### config.mk
export PLATFORM = sky130hd
export DESIGN_NAME = keypad_emulator_flat
export DESIGN_NICKNAME = d
export VERILOG_FILES = /design/src/rtl/keypad_emulator_if.sv /design/src/rtl/keypad_emulator.sv /design/src/flat_wrapper.sv
export SDC_FILE = /design/constraint.sdc
export NUM_CORES = 1
export LEC_CHECK = 0
export CAP_MARGIN = 15
export CORE_MARGIN = 2
export CORE_UTILIZATION = 35
export CTS_CLUSTER_DIAMETER = 200
export DETAILED_ROUTE_END_ITERATION = 7
export GPL_TIMING_DRIVEN = 1
export HOLD_SLACK_MARGIN = 0.02
export PLACE_DENSITY_LB_ADDON = 0.1
export SLEW_MARGIN = 25
export SYNTH_ARGS = -nofsm -noshare
export SYNTH_HDL_FRONTEND = slang
export SYNTH_SLANG_ARGS = --single-unit
### constraint.sdc
create_clock -name clk -period 4.5 [get_ports clk]
set_input_delay 0.9 -clock clk [delete_from_list [all_inputs] [get_ports clk]]
set_output_delay 0.9 -clock clk [all_outputs]
set_load 0.05 [all_outputs]
### src/rtl/keypad_emulator_if.sv
// Request handshake, matrix column/row wires and status of the keypad emulator.
// The scanner/test side uses the master modport; the emulator uses slave.
interface keypad_emulator_if;
    logic       req_valid;
    logic [3:0] req_key;
    logic       req_ready;
    logic [3:0] COLLUMMN;
    logic [3:0] LINE;
    logic       busy;
    logic       done;
    logic [7:0] press_cnt;

    modport master (
        output req_valid, req_key, COLLUMMN,
        input  req_ready, LINE, busy, done, press_cnt
    );

    modport slave (
        input  req_valid, req_key, COLLUMMN,
        output req_ready, LINE, busy, done, press_cnt
    );
endinterface

### src/rtl/keypad_emulator.sv
// Emulates one contact of a 4x4 matrix keypad pressed by request: bounce, hold, bounce, gap.
// Define KEYPAD_BOUNCE_EN to enable contact bounce; otherwise each bounce phase is one steady cycle.
module keypad_emulator #(
    parameter int unsigned HOLD_TICKS   = 2500000,
    parameter int unsigned GAP_TICKS    = 1000000,
    parameter int unsigned BOUNCE_TICKS = 5000,
    parameter int unsigned BOUNCE_EDGES = 6
) (
    input  logic               clk,
    input  logic               rst,
    keypad_emulator_if.slave   kp
);

    function automatic int unsigned max2(input int unsigned a, input int unsigned b);
        return (a > b) ? a : b;
    endfunction

    localparam int unsigned TIMER_MAX = max2(max2(HOLD_TICKS, GAP_TICKS), max2(BOUNCE_TICKS, BOUNCE_EDGES));
    localparam int unsigned TIMER_W   = $clog2(TIMER_MAX + 1);
    localparam logic [TIMER_W-1:0] HOLD_LAST = TIMER_W'(HOLD_TICKS - 1);
    localparam logic [TIMER_W-1:0] GAP_LAST  = TIMER_W'(GAP_TICKS - 1);

    typedef enum logic [2:0] {
        S_IDLE,
        S_PRESS_BOUNCE,
        S_HOLD,
        S_RELEASE_BOUNCE,
        S_GAP
    } state_t;

    state_t             state_q, state_d;
    logic [TIMER_W-1:0] timer_q, timer_d;
    logic               contact_q, contact_d;
    logic [1:0]         row_q, row_d;
    logic [1:0]         col_q, col_d;
    logic               done_q, done_d;
    logic [7:0]         cnt_q, cnt_d;
    logic               bounce_tick;
    logic               bounce_last;
    logic               ready;
    logic [3:0]         line_sense;

    // Returns {row, col} of the key in the matrix.
    function automatic logic [3:0] key_pos(input logic [3:0] key);
        case (key)
            4'd1:    key_pos = 4'b00_00;
            4'd2:    key_pos = 4'b00_01;
            4'd3:    key_pos = 4'b00_10;
            4'd10:   key_pos = 4'b00_11;
            4'd4:    key_pos = 4'b01_00;
            4'd5:    key_pos = 4'b01_01;
            4'd6:    key_pos = 4'b01_10;
            4'd11:   key_pos = 4'b01_11;
            4'd7:    key_pos = 4'b10_00;
            4'd8:    key_pos = 4'b10_01;
            4'd9:    key_pos = 4'b10_10;
            4'd12:   key_pos = 4'b10_11;
            4'd15:   key_pos = 4'b11_00;
            4'd0:    key_pos = 4'b11_01;
            4'd14:   key_pos = 4'b11_10;
            default: key_pos = 4'b11_11;
        endcase
    endfunction

`ifdef KEYPAD_BOUNCE_EN
    localparam logic [TIMER_W-1:0] BT_LAST    = TIMER_W'(BOUNCE_TICKS - 1);
    localparam logic [TIMER_W-1:0] EDGES_LAST = TIMER_W'(BOUNCE_EDGES - 1);

    logic [TIMER_W-1:0] edges_q, edges_d;

    assign bounce_tick = (timer_q == BT_LAST);
    assign bounce_last = bounce_tick && (edges_q == EDGES_LAST);

    // Edge count returns to zero on leaving a bounce phase, so it is always fresh on entry.
    always_comb begin
        edges_d = edges_q;
        if ((state_q == S_PRESS_BOUNCE || state_q == S_RELEASE_BOUNCE) && bounce_tick) begin
            edges_d = bounce_last ? '0 : edges_q + 1'b1;
        end
    end

    always_ff @(posedge clk or posedge rst) begin
        if (rst) begin
            edges_q <= '0;
        end else begin
            edges_q <= edges_d;
        end
    end
`else
    assign bounce_tick = 1'b0;
    assign bounce_last = 1'b1;
`endif

    always_comb begin
        state_d   = state_q;
        timer_d   = timer_q + 1'b1;
        contact_d = contact_q;
        row_d     = row_q;
        col_d     = col_q;
        done_d    = 1'b0;
        cnt_d     = cnt_q;
        case (state_q)
            S_IDLE: begin
                timer_d = '0;
                if (kp.req_valid) begin
                    state_d        = S_PRESS_BOUNCE;
                    contact_d      = 1'b1;
                    {row_d, col_d} = key_pos(kp.req_key);
                end
            end
            S_PRESS_BOUNCE: begin
                if (bounce_tick) begin
                    timer_d   = '0;
                    contact_d = ~contact_q;
                end
                if (bounce_last) begin
                    state_d = S_HOLD;
                    timer_d = '0;
                end
            end
            S_HOLD: begin
                if (timer_q == HOLD_LAST) begin
                    state_d   = S_RELEASE_BOUNCE;
                    timer_d   = '0;
                    contact_d = 1'b0;
                end
            end
            S_RELEASE_BOUNCE: begin
                if (bounce_tick) begin
                    timer_d   = '0;
                    contact_d = ~contact_q;
                end
                if (bounce_last) begin
                    state_d = S_GAP;
                    timer_d = '0;
                end
            end
            S_GAP: begin
                if (timer_q == GAP_LAST) begin
                    state_d = S_IDLE;
                    timer_d = '0;
                    done_d  = 1'b1;
                    cnt_d   = cnt_q + 8'd1;
                end
            end
            default: begin
                state_d = S_IDLE;
                timer_d = '0;
            end
        endcase
    end

    always_ff @(posedge clk or posedge rst) begin
        if (rst) begin
            state_q   <= S_IDLE;
            timer_q   <= '0;
            contact_q <= 1'b0;
            row_q     <= 2'd0;
            col_q     <= 2'd0;
            done_q    <= 1'b0;
            cnt_q     <= 8'd0;
        end else begin
            state_q   <= state_d;
            timer_q   <= timer_d;
            contact_q <= contact_d;
            row_q     <= row_d;
            col_q     <= col_d;
            done_q    <= done_d;
            cnt_q     <= cnt_d;
        end
    end

    // Wired-matrix behaviour: the closed contact shorts the driven column onto its row.
    always_comb begin
        line_sense = 4'hF;
        if (contact_q && kp.COLLUMMN[col_q]) begin
            line_sense[row_q] = 1'b0;
        end
    end

    assign ready        = (state_q == S_IDLE);
    assign kp.req_ready = ready;
    assign kp.busy      = ~ready;
    assign kp.LINE      = line_sense;
    assign kp.done      = done_q;
    assign kp.press_cnt = cnt_q;

endmodule

### src/flat_wrapper.sv
// flat-port wrapper written by rule: the top's interface ports become plain ports
module keypad_emulator_flat 
#(
    parameter int unsigned HOLD_TICKS   = 2500000,
    parameter int unsigned GAP_TICKS    = 1000000,
    parameter int unsigned BOUNCE_TICKS = 5000,
    parameter int unsigned BOUNCE_EDGES = 6
)
  (clk, rst, kp_req_valid, kp_req_key, kp_COLLUMMN, kp_req_ready, kp_LINE, kp_busy, kp_done, kp_press_cnt);
  keypad_emulator_if kp_i ();
  input  logic clk;
  input  logic rst;
  input wire logic [$bits(kp_i.req_valid)-1:0] kp_req_valid;
  input wire logic [$bits(kp_i.req_key)-1:0] kp_req_key;
  input wire logic [$bits(kp_i.COLLUMMN)-1:0] kp_COLLUMMN;
  output wire logic [$bits(kp_i.req_ready)-1:0] kp_req_ready;
  output wire logic [$bits(kp_i.LINE)-1:0] kp_LINE;
  output wire logic [$bits(kp_i.busy)-1:0] kp_busy;
  output wire logic [$bits(kp_i.done)-1:0] kp_done;
  output wire logic [$bits(kp_i.press_cnt)-1:0] kp_press_cnt;
  assign kp_i.req_valid = kp_req_valid;
  assign kp_i.req_key = kp_req_key;
  assign kp_i.COLLUMMN = kp_COLLUMMN;
  assign kp_req_ready = kp_i.req_ready;
  assign kp_LINE = kp_i.LINE;
  assign kp_busy = kp_i.busy;
  assign kp_done = kp_i.done;
  assign kp_press_cnt = kp_i.press_cnt;
  keypad_emulator #(.HOLD_TICKS(HOLD_TICKS), .GAP_TICKS(GAP_TICKS), .BOUNCE_TICKS(BOUNCE_TICKS), .BOUNCE_EDGES(BOUNCE_EDGES)) u_core (.clk(clk), .rst(rst), .kp(kp_i));
endmodule
==> results.ini <==
[timing]
rsz0062_at_grt = no
tightest_slew_ns = 0.631
tns_ns = 0
slew_headroom = 0.576
min_period_ns = 3.67
drv_slew = 0
fin_crit_sh = 0.815
fmax_mhz = 273
setup_slack_ns = 0.830
hold_viol = 0
setup_viol = 0
finClkSkew_ns = 0.0105

[yosys]
seq_area_frac_synth = 0.483
syn_nets = 217
synthCells = 204
synth_edf_count = 0
yosys_warnings = 0
synth_top_flop_cell = dfrtp_1
ys_types = 37
synth.area.top_cells = dfrtp_1 (48%), xor2_1 (7.4%), nor2_1 (5.6%)
synth_seq_cells = 39
yosys.area.top_type = dfrtp_1
synth_area_um2 = 2020
yosysTopAreaCellShare = 0.483
avgSynthCellArea_um2 = 9.91
async_flop_share = 1.00

[placement]
dp_hpwl_um = 2830
postPlaceCellArea_um2 = 2350
io_buffers = 25
gp_routability_congestion = 0.756
pre_cts_ws_ns = 0.822

[grt]
use_met2 = 0.223
overflow = 0
use_met3 = 0.0362
met1_usage = 0.191
antenna_found_initial = 0
busiest_layer = met2
grt_pass1_vias = 1528
grt_max_degree = 40
grt_pass1_wl_um = 7160
grt_use_total = 0.143

[status]
status = finished clean

[critical_path]
required_ns = 3.60
cp.arrival_ns = 2.77
crit_fanout = 3
setup.worst_path.class = primary input to output port
crit_path_end_kind = output port
cp-start-kind = primary input

[die]
coreArea_um2 = 5540
ioPinCount = 26
dieArea_um2 = 6400
rows = 27
initial_core_util = 0.365
fp.dieH_um = 80.0
die_x_um = 80.0

[power]
leakagePower_nw = 0.989
vdd_ir_drop_max_mv = 0.238
power_mw = 0.978
powerDensity_nw_per_um2 = 405

[clock_tree]
ctsHoldBuffers = 0
cts_tree = done
clock_sinks = 39
cts_setup_buffers = 0
insertion_delay_ns = 0.28
cts_resized = 0
clk_pin_slew_ns = 0.06
root_buffer = clkbuf_8
numCtsBuffers = 5
cts.path.max_buffers = 2
htreeDepth = 2

[finish]
area_growth_syn_to_layout_pct = 19.7
fin_area_um2 = 2420
drive_gt1_frac = 0.0641
layout.nets = 248
fin_util = 0.437
insertedDiodeCount = 0

[route]
first_iter_violations = 114
viasPerCell = 5.11
drc = 0
wl_um = 4020
via_count = 1565
drt-pass1-iter-count = 6
drt-wirelength-per-cell_um = 13.1
ant_nets = 0

[worst_hold_path]
hold_path.class = register to register

[run]
cap_viol_max_count = 0

[area by class of cell]
cell class              instances  area, um^2
clock buffers                   6        72.6
flip-flops and latches         39         976
well taps                      72        90.1
repair buffers                 26         258
inverters                       4        15.0
multi-input cells             159        1010
fillers                       571        3120
[sequential cells by signal (all words and copies together) (netlist names)]
name and flops:
u_core.contact_q 1, u_core.col_q 2, u_core.kp.done 1, u_core.timer_q 22, u_core.kp.press_cnt 8, u_core.state_q 3
u_core.row_q 2
[report_power, final]
part	switching [mW]	internal, mW	leakage, nW	total (mW)
logic	0.214	0.110	0.422	0.324
registers	0.0485	0.392	0.530	0.441
clock network	0.110	0.103	0.0371	0.214
total	0.373	0.605	0.989	0.978
[final timing paths]
check / startpoint / to / slack (ns) / depth (start not counted)
max in group asynchronous: rst / u_core.kp.press_cnt[0] / 3.09 / 3
max: kp_COLLUMMN[1] / kp_LINE[2] / 0.83 / 5
min reg2reg: u_core.kp.press_cnt[7] / u_core.kp.press_cnt[7] / 0.47 / 1
min: u_core.kp.press_cnt[7] / u_core.kp.press_cnt[7] / 0.47 / 1
max reg2reg: u_core.timer_q[5] / u_core.timer_q[17] / 2.30 / 5
min in group asynchronous: rst / u_core.timer_q[19] / 1.05 / 3
[cell families after synthesis]
group,after synthesis,share of synthesized area
multiplexers,3,0.0217
AND/OR/NAND/NOR,108,0.289
buffers and inverters,6,0.0186
flip-flops,39,0.483
AO/OA/AOI/OAI,18,0.0545
adder cells (fa/ha/maj),2,0.0124
XOR/XNOR,28,0.121
[critical path, stage by stage]
cell	delay [ns]
clkdlybuf4s50_1	0.40
mux4_2	0.48
nand2_1	0.10
or3_1	0.10
clkdlybuf4s50_1	0.79
[stage by stage]
| step | hold slack (ns) | instances |
|---|---|---|
| final | 0.470 | 306 |
| after global routing | 0.488 | 306 |
| after CTS | 0.478 | 306 |
| after detailed placement | 0.469 | 300 |
| after global placement | 0.459 | 300 |
| after floorplan | 0.457 | 204 |
[per-layer routing]
layer,part of all wire,up-vias,wire [um]
met5,0,-,0
met4,0.015,0,59
met3,0.043,7,175
met2,0.48,28,1920
met1,0.46,751,1860
li1,-,779,-
[Yosys cell counts (2+ instances only)]
cell type   n
o21ai_0     7
ha_1        2
nor3b_1     2
or3_1       3
xnor2_1    11
nand4_1    13
nor2b_1     2
a21oi_1     4
xor2_1     17
buf_6       2
nor2_1     30
and4_1      5
inv_1       4
nand2_1    25
dfrtp_1    39
nor4_1      3
nand3_1    15
[cells in the final DEF, fill, tap and decap left out, types with 2 or more instances in the layout]
cell type | synthesis | final
nor4_1 | 3 | 3
ha_1 | 2 | 2
clkdlybuf4s50_1 | 0 | 25
or3_1 | 3 | 3
nor2_1 | 30 | 30
nand2_1 | 25 | 25
a21oi_1 | 4 | 4
nor3b_1 | 2 | 2
nand3_1 | 15 | 15
xor2_1 | 17 | 17
o21ai_0 | 7 | 7
xnor2_1 | 11 | 11
dfrtp_1 | 39 | 39
and4_1 | 5 | 5
clkbuf_8 | 0 | 5
nor2b_1 | 2 | 2
nand4_1 | 13 | 13
inv_1 | 4 | 4
Note: power is estimated with default switching activity, not from simulation.
